### src/rtl/pr_sum_sched.sv
// pr_sum_sched
//   Round-robin scheduler in front of a shared 3-stage, 4-operand sum
//   pipeline (a+b, then +c, then +d).
//
//   Each accepted operation carries its requester ID down the pipe. The result
//   returns to the requester that issued it exactly 3 cycles after acceptance.
//   The pipeline has no output backpressure, so it sustains 1 op/cycle.
//
//   Optional feature macro: PR_SCHED_CMP_EN
//     When defined, the block adds port resp_cmp = a*b. The product is formed
//     in S1 and travels alongside the sum. When undefined, the block has no
//     resp_cmp port and no multiplier.
//
// Ports
//   clock       rising-edge clock
//   reset       asynchronous, active-high reset
//   hold        1 = grant nothing new; in-flight ops keep draining
//   req_valid   per-requester request
//   req_ready   one-hot grant (combinational, may depend on req_valid)
//   req_data    requester i supplies {d,c,b,a} at [i*4W +: 4W]
//   resp_valid  one-hot result strobe, one cycle per result
//   resp_id     requester index of the current result
//   resp_sum    a+b+c+d, W+2 bits (cannot overflow)
//   busy        some pipeline stage holds a valid op
//   issued_cnt  number of accepted operations, wrapping
//   resp_cmp    a*b, aligned with resp_sum (PR_SCHED_CMP_EN only)

module pr_sum_sched #(
  parameter int NREQ  = 4,
  parameter int W     = 8,
  parameter int CNT_W = 16
) (
  input  logic                                 clock,
  input  logic                                 reset,
  input  logic                                 hold,
  input  logic [NREQ-1:0]                      req_valid,
  output logic [NREQ-1:0]                      req_ready,
  input  logic [NREQ*4*W-1:0]                  req_data,
  output logic [NREQ-1:0]                      resp_valid,
  output logic [((NREQ > 1) ? $clog2(NREQ) : 1)-1:0] resp_id,
  output logic [W+1:0]                         resp_sum,
  output logic                                 busy,
  output logic [CNT_W-1:0]                     issued_cnt
`ifdef PR_SCHED_CMP_EN
  ,
  output logic [2*W-1:0]                       resp_cmp
`endif
);

  localparam int IDW = (NREQ > 1) ? $clog2(NREQ) : 1;

  logic [IDW-1:0]  last_grant;
  logic [NREQ-1:0] grant;
  logic [IDW-1:0]  gidx;
  logic            fire;
  logic [4*W-1:0]  sel;
  logic [W-1:0]    op_a, op_b, op_c, op_d;

  // Stage registers: a valid bit and an ID tag travel with each stage.
  // The c and d operands are delayed so that each one meets the partial
  // sum in the right stage.
  logic            s1_v;
  logic [IDW-1:0]  s1_id;
  logic [W:0]      s1_ab;
  logic [W-1:0]    s1_c;
  logic [W-1:0]    s1_d;

  logic            s2_v;
  logic [IDW-1:0]  s2_id;
  logic [W+1:0]    s2_abc;
  logic [W-1:0]    s2_d;

`ifdef PR_SCHED_CMP_EN
  logic [2*W-1:0]  s1_p;
  logic [2*W-1:0]  s2_p;
`endif

  // Round-robin search. It starts one past the last requester that actually
  // transferred. The first valid requester found wins. The grant is gated
  // off while hold or reset is high.
  always_comb begin
    int idx;
    grant = '0;
    gidx  = '0;
    fire  = 1'b0;
    idx   = 0;
    if (!hold && !reset) begin
      for (int k = 1; k <= NREQ; k++) begin
        idx = int'(last_grant) + k;
        if (idx >= NREQ) idx = idx - NREQ;
        if (!fire && req_valid[idx]) begin
          grant[idx] = 1'b1;
          gidx       = IDW'(idx);
          fire       = 1'b1;
        end
      end
    end
  end

  assign req_ready = grant;

  assign sel  = req_data[int'(gidx)*4*W +: 4*W];
  assign op_a = sel[W-1:0];
  assign op_b = sel[2*W-1:W];
  assign op_c = sel[3*W-1:2*W];
  assign op_d = sel[4*W-1:3*W];

  always_ff @(posedge clock or posedge reset) begin
    if (reset) begin
      last_grant <= IDW'(NREQ - 1);
      issued_cnt <= '0;
      busy       <= 1'b0;
      s1_v       <= 1'b0;
      s1_id      <= '0;
      s1_ab      <= '0;
      s1_c       <= '0;
      s1_d       <= '0;
      s2_v       <= 1'b0;
      s2_id      <= '0;
      s2_abc     <= '0;
      s2_d       <= '0;
      resp_valid <= '0;
      resp_id    <= '0;
      resp_sum   <= '0;
`ifdef PR_SCHED_CMP_EN
      s1_p       <= '0;
      s2_p       <= '0;
      resp_cmp   <= '0;
`endif
    end else begin
      if (fire) begin
        last_grant <= gidx;
        issued_cnt <= issued_cnt + 1'b1;
      end

      // busy reflects the valid bits that this same edge loads.
      busy <= fire | s1_v | s2_v;

      s1_v <= fire;
      if (fire) begin
        s1_id <= gidx;
        s1_ab <= {1'b0, op_a} + {1'b0, op_b};
        s1_c  <= op_c;
        s1_d  <= op_d;
`ifdef PR_SCHED_CMP_EN
        s1_p  <= {{W{1'b0}}, op_a} * {{W{1'b0}}, op_b};
`endif
      end

      s2_v <= s1_v;
      if (s1_v) begin
        s2_id  <= s1_id;
        s2_abc <= {1'b0, s1_ab} + {2'b00, s1_c};
        s2_d   <= s1_d;
`ifdef PR_SCHED_CMP_EN
        s2_p   <= s1_p;
`endif
      end

      // The result outputs hold their last value between results.
      resp_valid <= '0;
      if (s2_v) begin
        resp_valid[s2_id] <= 1'b1;
        resp_id           <= s2_id;
        resp_sum          <= s2_abc + {2'b00, s2_d};
`ifdef PR_SCHED_CMP_EN
        resp_cmp          <= s2_p;
`endif
      end
    end
  end

endmodule

### config.mk
export PLATFORM = sky130hd
export DESIGN_NAME = pr_sum_sched
export DESIGN_NICKNAME = d
export VERILOG_FILES = /design/src/rtl/pr_sum_sched.sv
export SDC_FILE = /design/constraint.sdc
export NUM_CORES = 1
export LEC_CHECK = 0
export ABC_AREA = 0
export ABC_CLOCK_PERIOD_IN_PS = 4600
export CORE_MARGIN = 5
export CORE_UTILIZATION = 40
export CTS_CLUSTER_DIAMETER = 30
export DETAILED_ROUTE_END_ITERATION = 16
export HOLD_SLACK_MARGIN = 0.06
export PLACE_DENSITY = 0.73
export SLEW_MARGIN = 20
export SYNTH_ARGS = -nofsm -noshare
export SYNTH_HDL_FRONTEND = slang
export SYNTH_SLANG_ARGS = --single-unit
### constraint.sdc
create_clock -name clock -period 4.6 [get_ports clock]
set_clock_uncertainty 0.1 [all_clocks]
set_input_delay 0.46 -clock clock [delete_from_list [all_inputs] [get_ports clock]]
set_output_delay 0.46 -clock clock [all_outputs]
set_load 0.005 [all_outputs]
### After elaboration in Yosys (flattened, before gate mapping)

Cells that the tools add are included.

| word-level totals | value |
|---|---|
| bits in registers | 84 |
| bits in latches | 0 |
| bits in writable memories | 0 |
| ROM bits | 0 |
| bits of input ports | 135 |
| output and inout port bits | 37 |
| word-level logic and storage cells | 113 |
| memories | 0 |

| cells by class | value |
|---|---|
| add/sub/neg operators | 12 |
| multipliers | 0 |
| div/mod/pow operators | 0 |
| $lt $le $gt $ge | 14 |
| equality and inequality tests | 0 |
| shifts and indexed selects | 1 |
| multiplexer cells | 52 |
| bitwise gates (word level) | 5 |
| reductions and logical operators | 14 |

Operators with widths:

| cell | number |
|---|---|
| $mux W32 | 8 |
| $ge A32 B1 Y1 const B | 4 |
| $lt A32 B4 Y1 const B | 4 |
| $shiftx A128 B8 Y32 | 1 |
| $mux W4 | 9 |
| $mux W1 | 21 |
| $add A16 B1 Y16 const B | 1 |
| $or A4 B4 Y4 | 3 |
| $sub A3 B3 Y4 const B | 3 |
| $add A10 B8 Y10 | 1 |
| $add A9 B8 Y10 | 1 |
| $demux W1 S2 | 5 |
| $mux W2 | 5 |
| $add A8 B8 Y9 | 1 |
| $ge A3 B3 Y1 const B | 3 |
| $logic_and A1 B1 Y1 | 9 |
| $bmux W1 S2 | 4 |
| $add A2 B2 Y3 const B | 2 |
| $logic_not A1 Y1 | 5 |
| $sub A4 B3 Y5 const B | 1 |
| $add A2 B3 Y4 const B | 1 |
| $ge A4 B3 Y1 const B | 1 |
| $add A2 B1 Y3 const B | 1 |
| $lt A2 B3 Y1 const B | 1 |
| other kinds (2) | 3 |

### Depth between registers and ports, before layout

Gate-level depths: netlist of run 1.

| depth | value |
|---|---|
| depth in word-level cells | 23 |
| depth in mapped cells | 23 |
| gate-level depth less buffers | 18 |

### Worst setup path after synthesis of run 1

OpenSTA, ideal clock, no wires.

| path | value |
|---|---|
| path kind | register -> register |
| start | register last_grant[0] |
| end | register s1_ab[8] |
| library setup time | 138 ps |
| arrival time | 4842 ps |
| data required time | 4362 ps |
| setup slack | -480 ps |
| cell stages (with the launch flop) | 24 |
| path buffers | 5 |
| period minus slack after synthesis | 5080 ps |
| cell sequence | dfstp_2 > buf_6 > clkbuf_1 > inv_1 > ha_1 > mux4_2 > or2_1 > o2111ai_1 > a21oi_1 > o21a_1 > buf_6 > buf_6 > buf_6 > mux2i_1 > mux2i_1 > ha_1 > fa_1 > a21o_1 > a21oi_1 > o21bai_1 > a21oi_1 > nor2_1 > a2111oi_0 > a21oi_1 |

| between the ends | value |
|---|---|
| cells in the longest elaborated chain, start to end | 23 |
| elaborated cells on any way between the ends | 53 |
| classes of those cells | add/sub (9); order compare (4); shift (1); mux (33); reduce/logical (6) |

RTL lines:

| what | line | text |
|---|---|---|
| from (decl) | 52 | `logic [IDW-1:0] last_grant;` |
| from (signal assigned) | 110 | `last_grant <= IDW'(NREQ - 1);` |
| from (signal assigned) | 132 | `last_grant <= gidx;` |
| $add A2 B1 Y3 | 89 | `idx = int'(last_grant) + k;` |
| $sub A3 B3 Y4 / $ge A3 B3 Y1 (equally long branches) | 90 | `if (idx >= NREQ) idx = idx - NREQ;` |
| $mux W32 | 90 |  |
| $mux W32 | 87 | `if (!hold && !reset) begin` |
| $bmux W1 S2 | 91 | `if (!fire && req_valid[idx]) begin` |
| $mux W1 (not written as such) (2 in series) | 91 |  |
| $mux W1 | 91 |  |
| $mux W1 | 87 |  |
| (+6 left out) | n/a |  |
| $mux W1 | 91 |  |
| $mux W1 | 87 |  |
| $logic_not A1 Y1 | 91 |  |
| $logic_and A1 B1 Y1 | 91 |  |
| $mux W2 | 91 |  |
| $mux W2 | 87 |  |
| $shiftx A128 B8 Y32 | 102 | `assign sel = req_data[int'(gidx)*4*W +: 4*W];` |
| $add A8 B8 Y9 | 142 | `s1_ab <= {1'b0, op_a} + {1'b0, op_b};` |
| to (signal assigned) | 142 |  |
| to (decl) | 64 | `logic [W:0] s1_ab;` |

Parallel ways exist; a longest one is shown, timed or not. The select of a mux whose other input is x is not followed.
A chain may end at the register's enable or synchronous reset.

### Final worst setup path of run 1

| path | value |
|---|---|
| start | register last_grant[1] |
| end | register s1_ab[8] |

The elaborated chain is that of the path after synthesis.

==> impl_results.md, run 1 <==
* Area leader, netlist: dfrtp_1
* Top cell type's share of synthesized area at 0.363
* Rel. slew slack at 0.412
* Max-slew violations at 0
* FP Rows at 43
* Global-route wire length before repair at 23300 um
* Crit Path Max Fanout at 11
* Hold_sp: issued_cnt[15]
* Slew @ Worst Pin at 0.882 ns
* Cell Chain, Critical Path: inv_1, ha_4, mux4_2, or2_1, o2111ai_1, a21oi_1, o21a_4, mux2i_1, mux2i_1, ha_1, fa_1, a21o_1, a21oi_2, o21bai_1, a21oi_1, nor2_1, a2111oi_4, a21oi_1
* Die height at 129 um
* Clock buffer depth at 2
* Post-synth net total at 699
* Port Buffers at 171
* Fin area at 8000 um2
* Sequential area share after synthesis at 0.372
* Startpoint types: flop
* Hold crit path type: flop to flop
* Fmax at 0.225 GHz
* Worst reg2reg endpoint: s1_ab[8]
* Number of synthesized flops with an enable pin at 0
* Status: finished, final reports clean
* RSZ-0062 raised after global routing: no
* Clock Sinks at 84
* RePlAce Congestion at 0.841
* Share of cells above drive strength 1 at 0.148
* WHS at 0.375 ns
* Area growth syn-to-layout at 41.5%
* Avg Inst Size Synth at 10.7 um2
* Reg2reg path depth at 18
* Die X at 129 um
* H-tree Lvls at 3
* Ys Warns at 0
* Clock Pin Slew Worst Setup and Hold Paths at 0.06 ns
* Remaining global-route overflow at 0
* MaxCap Viol Count at 0
* Num CTS Buffers at 9
* Crit path capture type: flop
* Hold Path End: issued_cnt[15]
* Largest cells by area after synthesis: dfrtp_1 36%, mux2i_1 15%, ha_1 6.9%
* Clock root buffer: clkbuf_16
* # fillers at 1225
* CP peak stage delay at 0.53 ns
* Yosys reg bits at 84
* Post-route minimum period at 4.44 ns
* Predominant post-synthesis flop cell: dfrtp_1
* Routed wire length at 14100 um
* R2R setup slack at 0.16 ns
* Initial Utilization at 0.407
* Mapped Area at 5660 um2
* CP Buf/Inv Count at 1
* Final HPWL DP at 11400 um
* Mapped Cells at 530
* Critical path class: flop to flop
* Drt pass-1 iters at 4
* I/O pin cnt at 172
* Post-DP Area at 7600 um2
* Arr. time, crit path at 4.54 ns
* Async set-reset flop share out of synthesis at 1.00
* Worst setup path start: last_grant[1]
* Via count at 4591
* Gr usage total at 0.172
* Reg2reg start: last_grant[1]
* Critical path's top delay family: compound AO/OA/AOI/OAI gates
* Initial DRC Count at 208
* Full die area at 16600 um2
* Antenna violations before repair at 0
* Via density at 5.14
* CORE AREA at 13900 um2
* Post-synthesis cell type count at 60
* Worst skew pair latency at 0.33 ns
* CTS tree: done
* Final layout net count at 878
* DRC at 0
* Pleak at 3.65 nW
* Cell mode on critical path: a21oi_1
* WP data required at 4.70 ns
* DR WL/cell at 15.8 um
* Top cells by count, synth: 82 x dfrtp_1, 82 x mux2i_1, 54 x nand2_1
* Vias in the first global route at 4871
* Worst IR Drop VDD at 259 uV
* Power per cell area at 576 nW/um2
* Crit-path slowest cell: dfstp_2
* Final Hold Violating Endpoints at 0
* Antenna viol nets, final at 0
* ANT cells at 0
* Largest net degree at the start of global routing at 48
* Setup violators final at 0
* Worst hold stages at 1
* Period utilisation layout at 0.965
==> registers in the layout, summed over array words and instances (netlist names), 4 cells and up <==
signal	flops
issued_cnt	16
resp_sum	10
resp_valid	4
s1_ab	9
s1_c	8
s1_d	8
s2_abc	10
s2_d	8
==> final cells by class <==
cell class | count | area, um2 | share of cell area
clock buffers | 11 | 243 | 0.0303
clock inverters | 5 | 108 | 0.0135
inverters | 26 | 98.8 | 0.0124
repair buffers | 192 | 1880 | 0.235
well taps | 180 | 225 | 0.0282
multi-input cells | 396 | 3340 | 0.417
flip-flops and latches | 84 | 2100 | 0.263
==> worst register-to-register path: stages (launching register included) <==
cell and delay [ns]:
dfstp_2 0.53, inv_1 0.11, ha_4 0.32, mux4_2 0.31, or2_1 0.25, o2111ai_1 0.20, a21oi_1 0.07, o21a_4 0.27
mux2i_1 0.21, mux2i_1 0.11, ha_1 0.24, fa_1 0.40, a21o_1 0.18, a21oi_2 0.19, o21bai_1 0.08, a21oi_1 0.19
nor2_1 0.13, a2111oi_4 0.34, a21oi_1 0.07
==> power by group <==
part | switching, mW | total (mW) | internal, mW
sequential | 0.217 | 1.25 | 1.04
combinational | 1.18 | 2.52 | 1.34
clock | 0.289 | 0.838 | 0.548
total | 1.69 | 4.61 | 2.92
==> stage by stage <==
step / std cells / TNS [ns] / utilization / setup WS (ns) / power [mW]
6_report: 894 / 0 / 0.576 / 0.163 / 4.61
5_1_grt: 894 / 0 / 0.576 / 0.0183 / 4.96
4_1_cts: 894 / 0 / 0.575 / 0.0699 / 4.63
3_5_place_dp: 877 / -0.0280 / 0.548 / -0.0280 / 3.74
3_3_place_gp: 877 / 0 / 0.548 / 0.150 / 3.66
2_1_floorplan: 530 / 0 / - / 0.00780 / 2.99
==> cell families after synthesis <==
kind of cell / share of synthesized area
multiplexers: 0.243
AND/OR/NAND/NOR: 0.0940
AO/OA/AOI/OAI: 0.120
flip-flops: 0.372
buffers and inverters: 0.0449
adder cells (fa/ha/maj): 0.0792
XOR/XNOR: 0.0465
==> how the worst max path moves through the flow <==
| stage | to | cells after the start |
|---|---|---|
| finish | s1_ab[8] | 18 |
| global route | s1_ab[8] | 18 |
| CTS | s1_ab[8] | 18 |
| detailed placement | s1_ab[8] | 17 |
| global placement | s1_ab[8] | 17 |
| floorplan | s1_ab[8] | 23 |
==> layer usage <==
metal  global-route usage  part of all wire  up-vias
li1                     -                 -     2254
met1                0.210              0.41     2187
met2                0.301              0.51      128
met3               0.0403             0.057       22
met4               0.0513             0.020        0
met5                    0                 0        -
==> cells in the final DEF (no fill, tap or decap), types with 2 or more instances in the layout <==
master / n
nor3b_1: 2
nand4_1: 3
a21oi_1: 13
o21bai_1: 2
dfrtp_1: 82
mux2i_1: 82
nand2b_1: 2
mux2_2: 23
mux2_4: 13
nand2_1: 54
a21o_1: 9
a22oi_1: 5
o21ai_1: 11
a21boi_0: 4
fa_1: 3
o21ai_0: 12
nor2_1: 21
nor3_1: 6
dfstp_2: 2
xnor2_1: 26
clkdlybuf4s50_1: 171
o21ai_2: 13
buf_4: 20
a221oi_1: 4
inv_2: 2
a31oi_1: 5
nor2b_1: 2
clkbuf_16: 9
or2_2: 3
and3_1: 6
ha_1: 30
inv_1: 22
xor2_1: 4
bufinv_16: 3
nand3_1: 6
o31ai_1: 2
o2111ai_1: 4
mux4_2: 4
==> timing repair <==
item                                    in CTS  in global routing
setup buffers                                1                  0
pin swaps                                    0                  1
hold buffers                                 0                  0
endpoints found under the hold margin        0                  0
endpoints found under the setup margin       1                  1
resized for setup                            1                  3
No activity file was read; power rests on OpenSTA's default activity.
==> run 2, diff against run 1 <==
--- a/config.mk
+++ b/config.mk
@@ -5,14 +5,16 @@
 export SDC_FILE = /design/constraint.sdc
 export NUM_CORES = 1
 export LEC_CHECK = 0
-export ABC_AREA = 0
+export ABC_AREA = 1
 export ABC_CLOCK_PERIOD_IN_PS = 4600
+export CAP_MARGIN = 20
 export CORE_MARGIN = 5
 export CORE_UTILIZATION = 40
 export CTS_CLUSTER_DIAMETER = 30
 export DETAILED_ROUTE_END_ITERATION = 16
 export HOLD_SLACK_MARGIN = 0.06
-export PLACE_DENSITY = 0.73
+export PLACE_DENSITY = 0.72
+export SKIP_LAST_GASP = 1
 export SLEW_MARGIN = 20
 export SYNTH_ARGS = -nofsm -noshare
 export SYNTH_HDL_FRONTEND = slang
==> run 2 against run 1 <==
Effect of this change: setup slack improved by 0.24 ns; sequential power increased by 6%; synthesized area increased by 4.7%; die area increased by 4.4%; total power increased by 10%; register-to-register slack improved by 0.24 ns; core utilization decreased by 2.2 points; flip-flop and latch count unchanged; synthesized cell count increased by 56%; global-route usage increased by 1.1 points; sequential share of layout area decreased by 0.18 points; largest cell class unchanged.
==> impl_results.md, run 2 <==
* Number of setup buffers added after CTS at 0 (-1)
* Die height at 132 um (+2.2%)
* CORE AREA at 14500 um2 (+4.7%)
* Hold buffers post-CTS at 0 (unchanged)
* Post-route minimum period at 4.20 ns (-0.237 ns)
* Global-route wire length before repair at 26800 um (+15%)
* GR Util met3 at 0.0398 (-0.000510)
* Number of synthesized flops with an enable pin at 0 (unchanged)
* Post-synth net total at 994 (+42%)
* Setup violators final at 0 (unchanged)
* Worst IR Drop VDD at 379 uV (+46%)
* H-tree Lvls at 3 (unchanged)
* R2R setup slack at 0.40 ns (+0.24 ns)
* Area growth syn-to-layout at 36.0%
* Antenna violations before repair at 0 (unchanged)
* Mapped Cells at 825 (+56%)
* Top-count cell post-synth: nand2_1
* Arr. time, crit path at 4.30 ns (-0.24 ns)
* MaxCap Viol Count at 0 (unchanged)
* Final critical-path setup slack at 0.400 ns (+0.237 ns)
* Yosys reg bits at 84 (unchanged)
* Gr usage total at 0.182 (+0.0108)
* Top cells by count, synth: 245 x nand2_1, 115 x nand3_1, 94 x inv_1
* CP peak stage delay at 0.67 ns (+0.14 ns)
* Biggest register: issued_cnt
* ANT cells at 0 (unchanged)
* Post-layout util at 0.554 (-0.0220)
* Final layout net count at 1149 (+31%)
* Area leader, netlist: dfrtp_1
* FP Rows at 44 (+2.3%)
* Worst skew pair latency at 0.34 ns (about the same)
* Largest cells by area after synthesis: dfrtp_1 35%, nand2_1 16%, nand3_1 9.7%
* Drt pass-1 iters at 7 (+3)
* Fmax at 0.238 GHz (+5.7%)
* Critical path class: flop to flop
* Critical path's top delay family: simple AND/OR/NAND/NOR gates
* Remaining global-route overflow at 0 (unchanged)
* Worst setup path start: last_grant[0]
* Critical Path End: s1_ab[8]
* DRC at 0 (unchanged)
* Crit path capture type: flop
* Mapped Area at 5920 um2 (+4.7%)
* Met1 usage at 0.242 (+0.0324)
* Clock root buffer: clkbuf_16
* Post-synthesis cell type count at 40 (-33%)
* Crit path depth at 23 (+5)
* Final Hold Violating Endpoints at 0 (unchanged)
* Reg2reg start: last_grant[0]
* I/O pin cnt at 172 (unchanged)
* Clock buffer depth at 2 (unchanged)
* Antenna viol nets, final at 0 (unchanged)
* Hold crit path type: flop to flop
* Most common cell after layout, fill and taps aside: nand2_1
* Cell mode on critical path: nand2_1
* Top cell type's share of synthesized area at 0.346 (-0.0164)
* Share of cells above drive strength 1 at 0.0426 (-0.106)
* Initial Utilization at 0.408 (about the same)
* Clock Sinks at 84 (unchanged)
* Predominant post-synthesis flop cell: dfrtp_1
* CTS tree: done
* Via density at 4.92 (-4.2%)
* Largest register FFs at 16 (unchanged)
* Worst reg2reg endpoint: s1_ab[8]
* Dpl ws at 0.394 ns (+0.422 ns)
* Num CTS Buffers at 9 (unchanged)
* Crit-path slowest cell: dfstp_2
* CP Buf/Inv Count at 4 (+3)
* Max-slew violations at 0 (unchanged)
* Final HPWL DP at 12300 um (+8.5%)
* Reg2reg path depth at 23 (+5)
* Power per cell area at 631 nW/um2 (+9.6%)
* Async set-reset flop share out of synthesis at 1.00 (unchanged)
* Vias in the first global route at 5571 (+14%)
* WHS at 0.353 ns (-0.0222 ns)
* Crit Path Max Fanout at 50 (+39)
* # fillers at 1415 (+16%)
* Die X at 132 um (+2.2%)
* Port Buffers at 171 (unchanged)
* Clock Pin Slew Worst Setup and Hold Paths at 0.06 ns (about the same)
* Largest net degree at the start of global routing at 63 (+31%)
* Largest regs: issued_cnt x16, resp_sum x10, s2_abc x10
* Routed wire length at 16100 um (+14%)
* Avg Inst Size Synth at 7.18 um2 (-33%)
* Full die area at 17300 um2 (+4.4%)
* Cell Chain, Critical Path: inv_2, ha_1, inv_1, nand2_1, nand2_4, inv_2, nand4_2, nand2_4, inv_4, nand2_4, nand2_1, o21ai_1, mux2i_1, ha_1, fa_1, nand3_1, nand3_1, nand2_1, nand2_1, a21oi_1, nor2_1, o21ai_0, a22oi_1
* DR WL/cell at 13.7 um (-13%)
* Ys Warns at 0 (unchanged)
* Via count at 5754 (+25%)
* Period utilisation layout at 0.913 (-0.0516)
* Commonest cells after routing, fill and taps aside: 244 x nand2_1, 171 x clkdlybuf4s50_1, 115 x nand3_1
* Startpoint types: flop
* RePlAce Congestion at 0.895 (+6.5%)
* Status: finished, final reports clean
* Sequential area share after synthesis at 0.355 (-0.0168)
* WP data required at 4.70 ns (about the same)
* Slew @ Worst Pin at 0.739 ns (-0.143 ns)
* Initial DRC Count at 353 (+70%)
* Final TNS setup at 0 ns (unchanged)
* Rel. slew slack at 0.507 (+0.0954)
* Routing usage on met2 at 0.301 (about the same)
* RSZ-0062 raised after global routing: no
* Grt peak-use layer: met2
* Pleak at 4.04 nW (+11%)
[run 2: cell type report]
cell class / instances / area (um2) / share of cell area
clock buffer: 12 / 236 / 0.0294
clock inverter: 4 / 97.6 / 0.0121
inverter: 99 / 377 / 0.0467
multi-input combinational: 607 / 3240 / 0.402
sequential: 84 / 2100 / 0.261
tap: 184 / 230 / 0.0286
timing repair buffer: 179 / 1780 / 0.220
[run 2: repair_timing]
| item | CTS | global route |
|---|---|---|
| gates resized for setup | 0 | 1 |
| hold endpoints to repair | 0 | 0 |
| endpoints found under the setup margin | 0 | 1 |
[run 2: layer usage]
layer,share of wire,vias to the layer above
met4,0.015,0
met1,0.45,2574
li1,-,2999
met2,0.47,161
met3,0.060,20
met5,0,-
[run 2: per-stage QoR]
| stage | instance area (um2) | total power, mW | instances |
|---|---|---|---|
| after floorplan | 5920 | 3.41 | 825 |
| after global placement | 7720 | 4.21 | 1153 |
| after detailed placement | 7720 | 4.26 | 1153 |
| after CTS | 8050 | 5.11 | 1169 |
| after global routing | 8060 | 5.58 | 1169 |
| final | 8060 | 5.09 | 1169 |
[run 2: worst min-delay path by stage]
stage / slack [ns] / from / cells after the start / endpoint
5_1_grt: 0.37 / s2_id[0] / 1 / resp_valid[2]
2_1_floorplan: 0.32 / s2_id[0] / 1 / resp_valid[0]
3_5_place_dp: 0.34 / s2_id[0] / 1 / resp_valid[2]
3_3_place_gp: 0.34 / s2_id[0] / 1 / resp_valid[2]
4_1_cts: 0.35 / s2_id[0] / 1 / resp_valid[2]
6_report: 0.35 / s2_id[0] / 1 / resp_valid[2]
[run 2: kinds of logic after synthesis]
group | synth area share
and+or+nand+nor | 0.310
buffers and inverters | 0.0989
xor gates and xnor gates | 0.0311
DFF | 0.355
AOI/OAI and AO/OA | 0.107
muxes | 0.0220
adders and majority gates | 0.0756
[run 2: power breakdown]
group | internal (mW) | total, mW | switching, mW
sequential | 1.07 | 1.32 | 0.257
clock | 0.532 | 0.826 | 0.294
combinational | 1.23 | 2.93 | 1.71
==> run 3, diff against run 2 <==
--- a/config.mk
+++ b/config.mk
@@ -5,7 +5,6 @@
 export SDC_FILE = /design/constraint.sdc
 export NUM_CORES = 1
 export LEC_CHECK = 0
-export ABC_AREA = 1
 export ABC_CLOCK_PERIOD_IN_PS = 4600
 export CAP_MARGIN = 20
 export CORE_MARGIN = 5
@@ -13,7 +12,7 @@
 export CTS_CLUSTER_DIAMETER = 30
 export DETAILED_ROUTE_END_ITERATION = 16
 export HOLD_SLACK_MARGIN = 0.06
-export PLACE_DENSITY = 0.72
+export PLACE_DENSITY = 0.73
 export SKIP_LAST_GASP = 1
 export SLEW_MARGIN = 20
 export SYNTH_ARGS = -nofsm -noshare
==> results of run 3 <==
The final DEF is identical to that of run 1; final timing and power are the same.
